$ cat src/rtl/em_reg_pkg.sv
// rtl/em_reg_pkg.sv - shared ExcCode constants, mem_op encodings and op-class helpers
package em_reg_pkg;

   localparam logic [4:0] EXC_INT  = 5'd0;
   localparam logic [4:0] EXC_ADEL = 5'd4;
   localparam logic [4:0] EXC_ADES = 5'd5;
   localparam logic [4:0] EXC_RI   = 5'd10;
   localparam logic [4:0] EXC_OV   = 5'd12;

   typedef enum logic [3:0] {
      MEM_NONE = 4'd0,
      MEM_LW   = 4'd1,
      MEM_LH   = 4'd2,
      MEM_LHU  = 4'd3,
      MEM_LB   = 4'd4,
      MEM_LBU  = 4'd5,
      MEM_SW   = 4'd6,
      MEM_SH   = 4'd7,
      MEM_SB   = 4'd8
   } mem_op_t;

   function automatic logic is_load(input logic [3:0] op);
      return (op >= 4'(MEM_LW)) && (op <= 4'(MEM_LBU));
   endfunction

   function automatic logic is_store(input logic [3:0] op);
      return (op >= 4'(MEM_SW)) && (op <= 4'(MEM_SB));
   endfunction

endpackage

$ cat src/rtl/store_align.sv
// rtl/store_align.sv - store data replication, byte enables and alignment check
module store_align
   import em_reg_pkg::*;
(
   input  logic [3:0]  mem_op,
   input  logic [1:0]  addr,
   input  logic [31:0] rt_data,
   output logic [31:0] wdata,
   output logic [3:0]  be,
   output logic        align_err
);

   always_comb begin
      wdata     = rt_data;
      be        = 4'b0000;
      align_err = 1'b0;
      case (mem_op)
         MEM_LW: align_err = |addr;
         MEM_LH, MEM_LHU: align_err = addr[0];
         MEM_SW: begin
            align_err = |addr;
            be        = 4'b1111;
         end
         MEM_SH: begin
            align_err = addr[0];
            wdata     = {2{rt_data[15:0]}};
            be        = addr[1] ? 4'b1100 : 4'b0011;
         end
         MEM_SB: begin
            wdata = {4{rt_data[7:0]}};
            be    = 4'b0001 << addr;
         end
         default: ;
      endcase
   end

endmodule

$ cat src/rtl/em_reg.sv
// rtl/em_reg.sv - E/M pipeline register with address-error and overflow ExcCode generation
module em_reg
   import em_reg_pkg::*;
(
   input  logic        clk,
   input  logic        reset,
   input  logic [31:0] instr_E,
   input  logic [31:0] pc_E,
   input  logic [31:0] alu_c_E,
   input  logic [31:0] rt_data_E,
   input  logic [4:0]  a3_E,
   input  logic [4:0]  exc_E,
   input  logic        bd_E,
   input  logic        cal_overflow_E,
   input  logic        ov_en_E,
   input  logic [3:0]  mem_op_E,
   input  logic        valid_E,
   input  logic        stall_M,
   input  logic        bubble_E,
   input  logic        flush,
   output logic [31:0] instr_M,
   output logic [31:0] pc_M,
   output logic [31:0] alu_M,
   output logic [31:0] wdata_M,
   output logic [4:0]  a3_M,
   output logic [4:0]  exc_M,
   output logic [3:0]  be_M,
   output logic        bd_M,
   output logic        valid_M,
   output logic [3:0]  mem_op_M
);

   logic [31:0] sa_wdata;
   logic [3:0]  sa_be;
   logic        sa_align_err;
   logic        ld_op;
   logic        st_op;
   logic [4:0]  exc_next;
   logic [3:0]  be_next;

   store_align u_store_align (
      .mem_op    (mem_op_E),
      .addr      (alu_c_E[1:0]),
      .rt_data   (rt_data_E),
      .wdata     (sa_wdata),
      .be        (sa_be),
      .align_err (sa_align_err)
   );

   // An overflowing address calculation is reported as an address error, not Ov.
   always_comb begin
      ld_op    = is_load(mem_op_E);
      st_op    = is_store(mem_op_E);
      exc_next = EXC_INT;
      if (exc_E != EXC_INT)
         exc_next = exc_E;
      else if ((ld_op || st_op) && (sa_align_err || cal_overflow_E))
         exc_next = ld_op ? EXC_ADEL : EXC_ADES;
      else if (ov_en_E && cal_overflow_E)
         exc_next = EXC_OV;
      be_next = (st_op && valid_E && (exc_next == EXC_INT)) ? sa_be : 4'b0000;
   end

   always_ff @(posedge clk) begin
      if (!reset) begin
         instr_M  <= '0;
         pc_M     <= '0;
         alu_M    <= '0;
         wdata_M  <= '0;
         a3_M     <= '0;
         exc_M    <= EXC_INT;
         be_M     <= '0;
         bd_M     <= 1'b0;
         valid_M  <= 1'b0;
         mem_op_M <= MEM_NONE;
      end else if (flush) begin
         instr_M  <= '0;
         pc_M     <= '0;
         alu_M    <= '0;
         wdata_M  <= '0;
         a3_M     <= '0;
         exc_M    <= EXC_INT;
         be_M     <= '0;
         bd_M     <= 1'b0;
         valid_M  <= 1'b0;
         mem_op_M <= MEM_NONE;
      end else if (!stall_M) begin
         if (bubble_E) begin
            // Bubble keeps pc/bd so an interrupt taken on it reports the right EPC.
            instr_M  <= '0;
            pc_M     <= pc_E;
            alu_M    <= '0;
            wdata_M  <= '0;
            a3_M     <= '0;
            exc_M    <= EXC_INT;
            be_M     <= '0;
            bd_M     <= bd_E;
            valid_M  <= 1'b0;
            mem_op_M <= MEM_NONE;
         end else begin
            instr_M  <= instr_E;
            pc_M     <= pc_E;
            alu_M    <= alu_c_E;
            wdata_M  <= sa_wdata;
            a3_M     <= a3_E;
            exc_M    <= exc_next;
            be_M     <= be_next;
            bd_M     <= bd_E;
            valid_M  <= valid_E;
            mem_op_M <= mem_op_E;
         end
      end
   end

endmodule

$ cat config.mk
export PLATFORM = sky130hd
export DESIGN_NAME = em_reg
export DESIGN_NICKNAME = d
export VERILOG_FILES = /design/src/rtl/em_reg_pkg.sv /design/src/rtl/store_align.sv /design/src/rtl/em_reg.sv
export SDC_FILE = /design/constraint.sdc
export NUM_CORES = 1
export LEC_CHECK = 0
export BUFFER_PORTS_ARGS = -buffer_cell sky130_fd_sc_hd__clkbuf_2
export CAP_MARGIN = 15
export CORE_MARGIN = 2
export CORE_UTILIZATION = 35
export DETAILED_ROUTE_END_ITERATION = 8
export PLACE_DENSITY_LB_ADDON = 0.05
export SLEW_MARGIN = 20
export SYNTH_ARGS = -nofsm -noshare
export SYNTH_HDL_FRONTEND = slang
export SYNTH_HIERARCHICAL = 1
export SYNTH_SLANG_ARGS = --single-unit
$ cat constraint.sdc
create_clock -name clk -period 3.3 [get_ports clk]
set_clock_uncertainty 0.1 [all_clocks]
set_input_delay 0.33 -clock clk [delete_from_list [all_inputs] [get_ports clk]]
set_output_delay 0.33 -clock clk [all_outputs]
set_load 0.005 [all_outputs]
==> impl_metrics.csv, run 1 <==
group,metric,value,unit
cts,ctsHoldBuffers,0,
worst_setup_path,worstSetupPathType,"in -> reg",
cts,path_clk_slew,60,ps
timing,finalCritPeriodShare,0.573,
grt,grt.total_usage,0.200,
finish,fillerInstances,1572,
synthesis,synthFlopType,"dfxtp_1",
worst_setup_path,ff2ff_setup_slack,2380,ps
synthesis,yosys.cell_count.top_type,"dfxtp_1",
floorplan,die_w,131,um
worst_setup_path,crit_arrival,2070,ps
finish,final_nets,996,
worst_setup_path,crit_slowest_cell,"nor4b_4",
worst_setup_path,path_cells,"clkbuf_2 -> nor4b_4 -> buf_4 -> mux2_2 -> a22oi_1 -> nor2_1",
worst_setup_path,crit_path_max_fanout,13,
finish,final_cells,1073,
placement,dp.cells,1042,
power_and_ir_drop,power.total,4.27,mW
worst_setup_path,r2r_start,"exc_M[3]$_SDFFE_PP0N_",
worst_setup_path,cp-start-kind,"primary input",
hold_path,hold_path_class,"in -> reg",
timing,fin_tns_setup,0,ps
worst_setup_path,cp_top_family,"simple AND/OR/NAND/NOR gates",
hold_path,min_from,"alu_c_E[20]",
floorplan,ioPinCount,299,
outcome,status,"completed",
timing,fmax,0.529,GHz
worst_setup_path,critPathBufInv,2,
synthesis,yosys.area.top_type,"dfxtp_1",
timing,finalHoldViolations,0,
timing,slew_viol_final,0,
grt,first_global_vias,5185,
cts,clk_path_buf_depth,2,
worst_setup_path,reg2regPathDepth,3,
floorplan,start_util,0.357,
finish,area_growth_syn_to_layout,38.3,%
power_and_ir_drop,power_per_cell_area,544,nW/um^2
grt,grt_pass1_wl,27700,um
hold_path,hold_end,"alu_M[20]$_SDFFE_PP0N_",
synthesis,synth_top_area_frac,0.522,
timing,relSlewSlack,0.490,
synthesis,ys_seq_elements,148,
worst_setup_path,rr_endpoint,"exc_M[3]$_SDFFE_PP0N_",
synthesis,post_synth_instance_area,5680,um^2
grt,grt_overflow,0,
synthesis,yosysSeqAreaShare,0.522,
synthesis,async_flop_share,0,
finish,multi_input_area,2420,um^2
cts,ctsResizeCount,0,
timing,setup_ws,1410,ps
cts,cts-root-buf,"clkbuf_16",
finish,drive_gt1_frac,0.421,
synthesis,yosysWarnings,6,
timing,worstMarginPinSlew,763,ps
detailed_routing,vias,5312,
floorplan,die_h,131,um
cts,cts_setup_buffers,0,
detailed_routing,post-route-drc-count,0,
power_and_ir_drop,ir_drop,0.364,mV
timing,fin_crit,1890,ps
worst_setup_path,crit_path_end_kind,"flip-flop",
cts,clock_latency,410,ps
grt,grt_max_degree,62,
placement,io_buffers,298,
cts,cts_buffers,17,
placement,preCtsSetupSlack,995,ps
placement,hpwl,12600,um
synthesis,synth_cell_types,39,
detailed_routing,initialDrtViolationCount,240,
detailed_routing,vias_per_cell,4.95,
finish,seq_area,2960,um^2
hold_path,hold_depth,3,
detailed_routing,dr.pass1.iters,5,
worst_setup_path,cp_num_cells,6,
synthesis,yosys-top-cells-count,"148 x dfxtp_1, 143 x nor2_1, 108 x a22oi_1, 33 x buf_2, 33 x mux2i_1",
cts,cts_tree,"done",
timing,rsz0062_at_grt,"false",
detailed_routing,drt-total-wl,17600,um
timing,setup_violations,0,
cts,htreeDepth,4,
power_and_ir_drop,p_leak,3.68,nW
detailed_routing,antenna_left,0,
synthesis,postSynthAreaPerCell,9.84,um^2
worst_setup_path,required,3480,ps
synthesis,synth_area_leaders,"dfxtp_1 52%, a22oi_1 14%, nor2_1 9.5%",
worst_setup_path,critPathMaxStageDelay,680,ps
synthesis,synth_nets,728,
synthesis,synth_edf_count,0,
floorplan,die-area,17300,um^2
synthesis,synthCells,577,
placement,routabilityCongestion,0.761,
detailed_routing,wl_per_cell,16.4,um
finish,final_util,0.494,
job,drv_cap,0,
finish,num_antenna_cells,0,
cts,cts_sinks,148,
floorplan,coreArea,15900,um^2
grt,grt_antenna_before_repair,0,
floorplan,rows,46,
## per-layer routing
metal,up-vias,part of all wire,global-route usage
met1,2500,0.43,0.240
met5,-,0,0
met2,199,0.47,0.326
met4,0,0.014,0.0682
li1,2593,-,-
met3,20,0.082,0.0810
## sequential cells by signal, indices dropped and copies added (netlist names)
signal / count
instr_M: 32
be_M: 4
wdata_M: 32
exc_M: 5
pc_M: 32
alu_M: 32
bd_M: 1
valid_M: 1
a3_M: 5
mem_op_M: 4
## worst min-delay path, stage by stage
cell      delay, ps
clkbuf_2         70
a22oi_1          50
nor2_1           70
## metrics by stage
step / cell area (um^2) / hold WS [ps]
after global placement: 7240 / 374
final: 7860 / 45.5
after CTS: 7860 / 18.4
after detailed placement: 7240 / 384
after floorplan: 5680 / 374
after global routing: 7860 / 31.5
## worst max-delay path by stage
| stage | startpoint | endpoint | slack, ps |
|---|---|---|---|
| after floorplan | mem_op_E[2] | wdata_M[10]$_SDFFE_PP0N_ | 1490 |
| after global placement | mem_op_E[2] | wdata_M[11]$_SDFFE_PP0N_ | 1070 |
| after detailed placement | mem_op_E[2] | wdata_M[10]$_SDFFE_PP0N_ | 990 |
| after CTS | mem_op_E[2] | wdata_M[10]$_SDFFE_PP0N_ | 1440 |
| after global routing | mem_op_E[2] | wdata_M[10]$_SDFFE_PP0N_ | 1320 |
| final | mem_op_E[2] | wdata_M[11]$_SDFFE_PP0N_ | 1410 |
## cell type report
cell class                 instances  share of cell area
tap                              216              0.0344
inverter                           2            0.000956
sequential                       148               0.377
clock inverter                    10              0.0198
clock buffer                      21              0.0586
timing repair buffer             305               0.201
multi-input combinational        371               0.309
## cells in the final DEF, fill, tap and decap left out, types with 2 or more instances in the layout
cell	count
nor2_1	143
a21oi_1	6
clkbuf_8	2
o211ai_1	4
mux2_4	2
clkbuf_16	17
nor2b_1	2
a21o_1	8
inv_1	2
mux2i_1	33
buf_12	2
o31ai_1	6
nor3_1	2
nor3b_1	3
nand2_1	2
and3b_1	2
dfxtp_1	148
o21ai_0	7
nor2_4	2
nand3_1	4
clkinv_2	4
a22o_1	8
mux2_2	14
buf_4	5
clkbuf_2	297
clkbuf_1	2
bufinv_16	4
a22oi_1	108
clkinvlp_4	2
## power breakdown
part | switching [mW] | internal [mW]
sequential | 0.0217 | 1.83
clock | 0.725 | 1.30
combinational | 0.213 | 0.186
total | 0.960 | 3.31
## kinds of logic after synthesis
group / synth area share
AND/OR/NAND/NOR: 0.135
AO/OA/AOI/OAI: 0.199
flip-flops: 0.522
buffers and inverters: 0.0535
multiplexers: 0.0912
(Power assumes the default switching activity.)
==> run 2: changes to the inputs <==
Clock period 3.3 ns to 1.6 ns, I/O delays scaled along.
==> run 2 against run 1 <==
Power grew 110%. Core utilization increased by 8.6 points. Sequential cell count did not move. Design area up 17%. First-iteration DRC count is 27% higher. Count of clock-buffer cells in the layout shrank 3. Register-to-register slack got worse by 2100 ps. Sequential share of layout area shrank 5.6 points. Sequential power increased by 110%. Die area unchanged. Setup slack got worse by 1300 ps. Critical endpoint is now be_M[2]$_SDFFE_PP0N_. Highest routed layer unchanged.
==> impl_metrics.csv, run 2 (synthesis results as in run 1) <==
group,metric,value,unit
outcome,status,"completed",
worst_setup_path,rr_endpoint,"exc_M[4]$_SDFFE_PP0N_",
cts,clock_latency,410,ps
power_and_ir_drop,ir_drop,0.707,mV
finish,multi_input_area,2440,um^2
cts,clk_path_buf_depth,2,
hold_path,hold_path_class,"in -> reg",
job,drv_cap,0,
placement,preCtsSetupSlack,-202,ps
worst_setup_path,endpoint,"be_M[2]$_SDFFE_PP0N_",
worst_setup_path,worstSetupPathType,"in -> reg",
finish,final_common_cell,"clkbuf_2",
placement,hpwl,12400,um
detailed_routing,wl_per_cell,15.4,um
detailed_routing,post-route-drc-count,0,
finish,final_cell_mix,"297 x clkbuf_2, 148 x dfxtp_1, 143 x nor2_1",
cts,path_clk_slew,60,ps
grt,first_global_vias,6023,
cts,htreeDepth,4,
timing,setup_violations,0,
power_and_ir_drop,p_leak,4.26,nW
detailed_routing,vias,5914,
floorplan,die_h,131,um
detailed_routing,antenna_left,0,
power_and_ir_drop,power_per_cell_area,960,nW/um^2
timing,rsz0062_at_grt,"false",
cts,ctsResizeCount,0,
timing,worstMarginPinSlew,468,ps
finish,num_antenna_cells,0,
cts,cts_sinks,148,
cts,ctsHoldBuffers,127,
timing,fmax,0.681,GHz
detailed_routing,drt-total-wl,18600,um
cts,cts_setup_buffers,0,
worst_setup_path,cp-start-kind,"primary input",
hold_path,min_from,"cal_overflow_E",
detailed_routing,dr.pass1.iters,5,
placement,dp.cells,1053,
timing,fin_tns_setup,0,ps
timing,setup_ws,131,ps
placement,routabilityCongestion,0.775,
floorplan,ioPinCount,299,
finish,drive_gt1_frac,0.376,
worst_setup_path,critPathLaunch,"alu_c_E[0]",
timing,finalCritPeriodShare,0.918,
worst_setup_path,crit_path_max_fanout,5,
timing,slew_viol_final,0,
finish,seq_area,2960,um^2
floorplan,die-area,17300,um^2
floorplan,rows,46,
floorplan,start_util,0.357,
worst_setup_path,crit_arrival,1660,ps
detailed_routing,initialDrtViolationCount,305,
cts,cts-root-buf,"clkbuf_16",
finish,final_nets,1134,
timing,hold-worst-slack,8.83,ps
floorplan,coreArea,15900,um^2
grt,grt_max_degree,79,
floorplan,die_w,131,um
worst_setup_path,reg2regPathDepth,3,
finish,final_cells,1212,
worst_setup_path,r2r_start,"exc_M[4]$_SDFFE_PP0N_",
placement,io_buffers,298,
timing,relSlewSlack,0.687,
timing,finalHoldViolations,0,
timing,fin_crit,1470,ps
grt,grt.total_usage,0.216,
detailed_routing,vias_per_cell,4.88,
worst_setup_path,ff2ff_setup_slack,290,ps
worst_setup_path,crit_path_end_kind,"flip-flop",
worst_setup_path,required,1790,ps
grt,grt_antenna_before_repair,0,
cts,cts_buffers,17,
finish,area_growth_syn_to_layout,62.5,%
grt,grt_pass1_wl,30300,um
finish,fillerInstances,1425,
cts,cts_tree,"done",
grt,grt_overflow,0,
[run 2: cell count changes in the layout (fill, tap and decap cells not counted), sizes merged]
cell / change
bufinv: -2
buf: +11
dlygate4sd3: +127
clkbuf: -3
clkinvlp: +1
inv: +5
[run 2: critical path, cell delays in order]
cell and delay (ps):
dlygate4sd3_1 540, clkbuf_2 150, o21ai_0 90, a21oi_1 150, nor2_1 90, o31ai_4 360, o31ai_1 120
[run 2: area by class of cell]
type | count | share of cell area
Timing Repair Buffer | 443 | 0.322
Sequential cell | 148 | 0.321
Multi-Input combinational cell | 371 | 0.264
Clock buffer | 18 | 0.0465
Tap cell | 216 | 0.0293
Clock inverter | 14 | 0.0163
Inverter | 2 | 0.000814
[run 2: worst min path at each step]
stage / end / slack [ps] / depth (start not counted)
global route: exc_M[3]$_SDFFE_PP0N_ / 10 / 3
global placement: pc_M[27]$_SDFFE_PP0N_ / 290 / 3
CTS: exc_M[3]$_SDFFE_PP0N_ / 1 / 3
floorplan: bd_M$_SDFFE_PP0N_ / 200 / 2
detailed placement: pc_M[18]$_SDFFE_PP0N_ / 300 / 3
finish: exc_M[3]$_SDFFE_PP0N_ / 9 / 3
[run 2: power breakdown]
| part | switching [mW] | internal [mW] |
|---|---|---|
| clock network | 1.62 | 2.31 |
| logic | 0.496 | 0.613 |
| registers | 0.0454 | 3.77 |
[run 2: routing by layer]
layer | part of all wire | wire length, um | vias to the layer above | global-route usage
met2 | 0.51 | 9420 | 209 | 0.377
met1 | 0.41 | 7550 | 2801 | 0.248
met3 | 0.066 | 1230 | 33 | 0.0637
li1 | - | - | 2871 | -
met5 | 0 | 0 | - | 0
met4 | 0.022 | 411 | 0 | 0.0845
[run 2: through the flow]
stage,area [um^2],power (mW),utilization
2_1_floorplan,5700,4.34,-
3_3_place_gp,7370,4.73,0.464
3_5_place_dp,7370,4.75,0.464
4_1_cts,9230,8.96,0.581
5_1_grt,9230,9.22,0.581
6_report,9230,8.86,0.581
==> run 3: changes to the inputs <==
Settings changed: ABC_AREA set to 1.
==> run 3 against run 2 <==
Core utilization up 0.41 points. Count of clock-buffer cells in the layout up 1. Global-route usage up 0.52 points. Setup slack better by 23 ps. Synthesized area up 3.2%. Critical endpoint is now exc_M[2]$_SDFFE_PP0N_. Largest power group unchanged.
==> impl_metrics.csv, run 3 <==
group,metric,value,unit
outcome,status,"completed",
synthesis,async_flop_share,0,
floorplan,rows,47,
grt,grt_pass1_wl,31900,um
finish,num_antenna_cells,0,
grt,grt_antenna_before_repair,0,
power_and_ir_drop,seqPwrFrac,0.413,
worst_setup_path,crit_path_max_fanout,3,
finish,area_growth_syn_to_layout,64.4,%
grt,first_global_vias,6461,
floorplan,die_h,133,um
detailed_routing,antenna_left,0,
timing,finalCritPeriodShare,0.904,
detailed_routing,dr.pass1.iters,4,
cts,cts_tree,"done",
grt,grt.total_usage,0.221,
power_and_ir_drop,p_leak,4.39,nW
placement,io_buffers,298,
synthesis,post_synth_instance_area,5860,um^2
detailed_routing,drt-total-wl,19800,um
detailed_routing,post-route-drc-count,0,
timing,relSlewSlack,0.578,
power_and_ir_drop,power_per_cell_area,959,nW/um^2
floorplan,die-area,17800,um^2
finish,drive_gt1_frac,0.305,
power_and_ir_drop,combPwrFrac,0.121,
synthesis,synth_area_leaders,"dfxtp_1 51%, nand2_1 23%, a21oi_1 13%",
floorplan,ioPinCount,299,
worst_setup_path,crit_path_end_kind,"flip-flop",
synthesis,yosys-top-cells-count,"358 x nand2_1, 150 x a21oi_1, 148 x dfxtp_1, 39 x nand3_1, 22 x clkbuf_1",
hold_path,min_from,"rt_data_E[10]",
cts,cts_buffers,17,
worst_setup_path,crit_arrival,1690,ps
synthesis,yosys.area.top_type,"dfxtp_1",
cts,clk_path_buf_depth,2,
synthesis,synth_cell_types,21,
power_and_ir_drop,netSwitchingFraction,0.239,
hold_path,hold_path_class,"in -> reg",
floorplan,start_util,0.356,
detailed_routing,vias,6604,
synthesis,synthFlopType,"dfxtp_1",
worst_setup_path,rr_endpoint,"alu_M[19]$_SDFFE_PP0N_",
placement,routabilityCongestion,0.821,
timing,setup_violations,0,
cts,htreeDepth,4,
synthesis,synth_edf_count,0,
worst_setup_path,r2r_start,"alu_M[19]$_SDFFE_PP0N_",
grt,grt_overflow,0,
synthesis,yosysWarnings,6,
finish,final_util,0.585,
worst_setup_path,worstSetupPathType,"in -> reg",
synthesis,synthCells,816,
timing,finalHoldViolations,0,
finish,final_cell_mix,"357 x nand2_1, 297 x clkbuf_2, 150 x a21oi_1",
synthesis,synth_top_area_frac,0.506,
timing,setup_ws,154,ps
cts,path_clk_slew,70,ps
power_and_ir_drop,pwr-share-clk,0.466,
finish,final_common_cell,"nand2_1",
finish,final_nets,1387,
grt,grt_max_degree,60,
timing,fin_crit,1450,ps
worst_setup_path,cp-start-kind,"primary input",
detailed_routing,initialDrtViolationCount,323,
cts,cts-root-buf,"clkbuf_16",
timing,hold-worst-slack,12.1,ps
hold_path,hold_depth,5,
power_and_ir_drop,ir_drop,0.681,mV
synthesis,yosysSeqAreaShare,0.506,
synthesis,yosys.cell_count.top_type,"nand2_1",
hold_path,hold_end,"wdata_M[10]$_SDFFE_PP0N_",
detailed_routing,vias_per_cell,4.50,
cts,clock_latency,410,ps
floorplan,die_w,133,um
placement,hpwl,13200,um
worst_setup_path,reg2regPathDepth,2,
cts,cts_sinks,148,
power_and_ir_drop,p_int,7.02,mW
synthesis,synth_nets,967,
timing,slew_viol_final,0,
worst_setup_path,ff2ff_setup_slack,830,ps
placement,preCtsSetupSlack,-16.2,ps
timing,worstMarginPinSlew,633,ps
timing,rsz0062_at_grt,"false",
worst_setup_path,required,1850,ps
synthesis,ys_seq_elements,148,
job,drv_cap,0,
floorplan,coreArea,16500,um^2
detailed_routing,wl_per_cell,13.5,um
synthesis,postSynthAreaPerCell,7.18,um^2
timing,fmax,0.692,GHz
timing,fin_tns_setup,0,ps
power_and_ir_drop,switchingPower,2.21,mW
==> run 3: cell types whose count changed in the layout (fill, tap and decap cells not counted), sizes merged, moves of 16 or more <==
| cell | previous run | this run |
|---|---|---|
| nand3 | 4 | 41 |
| mux2i | 33 | 0 |
| a22oi | 108 | 0 |
| nor2 | 145 | 19 |
| inv | 7 | 27 |
| a21oi | 6 | 151 |
| nand2 | 2 | 363 |
| mux2 | 16 | 0 |
==> run 3: worst max-delay path by stage <==
| stage | startpoint | to | cells after the start |
|---|---|---|---|
| floorplan | mem_op_E[1] | be_M[3]$_SDFFE_PP0N_ | 12 |
| global placement | mem_op_E[2] | be_M[1]$_SDFFE_PP0N_ | 13 |
| detailed placement | mem_op_E[2] | be_M[1]$_SDFFE_PP0N_ | 13 |
| CTS | exc_E[1] | exc_M[2]$_SDFFE_PP0N_ | 10 |
| global route | exc_E[1] | be_M[0]$_SDFFE_PP0N_ | 9 |
| finish | exc_E[1] | exc_M[2]$_SDFFE_PP0N_ | 10 |
==> run 3: metal layers <==
layer,wire length [um],track usage,up-vias
li1,-,-,3441
met1,8770,0.271,2905
met2,9250,0.371,222
met3,1290,0.0544,36
met4,464,0.0940,0
met5,0,0,-
==> run 3: per-stage QoR <==
step | power (mW) | instances | instance area (um^2)
final | 9.23 | 1469 | 9630
after detailed placement | 4.74 | 1302 | 7630
after global routing | 9.60 | 1469 | 9630
after floorplan | 4.30 | 816 | 5860
after global placement | 4.74 | 1302 | 7630
after CTS | 9.33 | 1469 | 9620
==> run 3: cells by family (layout without fill, tap and decap cells) <==
group,Yosys count,after routing,synth area share
flip-flops,148,148,0.506
AND/OR/NAND/NOR,424,424,0.290
AO/OA/AOI/OAI,160,160,0.138
buffers and inverters,84,517,0.0658
==> run 3: critical path: stages <==
cell and delay [ps]:
dlygate4sd3_1 550, clkbuf_2 120, nor2_2 170, nand3_2 120, nor2_2 130, nor2_1 70
o21ai_2 90, buf_4 140, nand2_1 40, a21oi_1 110
==> run 3: power by group through the flow <==
stage                     registers, mW  logic (mW)  clock network, mW
final                              3.81        1.12               4.30
after global routing               3.82        1.24               4.55
after CTS                          3.81        1.12               4.40
after detailed placement           3.89       0.848                  0
after global placement             3.89       0.850                  0
after floorplan                    3.90       0.405                  0
==> run 3: timing repair <==
item,CTS,global route
buffers inserted,0,0
hold buffers,135,0
endpoints found under the hold margin,139,0
gates resized for setup,0,3
setup endpoints to repair,0,5
==> run 3: cell type report <==
type                            instances  area, um^2
Clock inverter                         13         196
Timing Repair Buffer                  461        3130
Tap cell                              220         275
Multi-Input combinational cell        584        2530
Sequential cell                       148        2960
Clock buffer                           19         443
Inverter                               24        90.1
Fill cell                            1565        6840
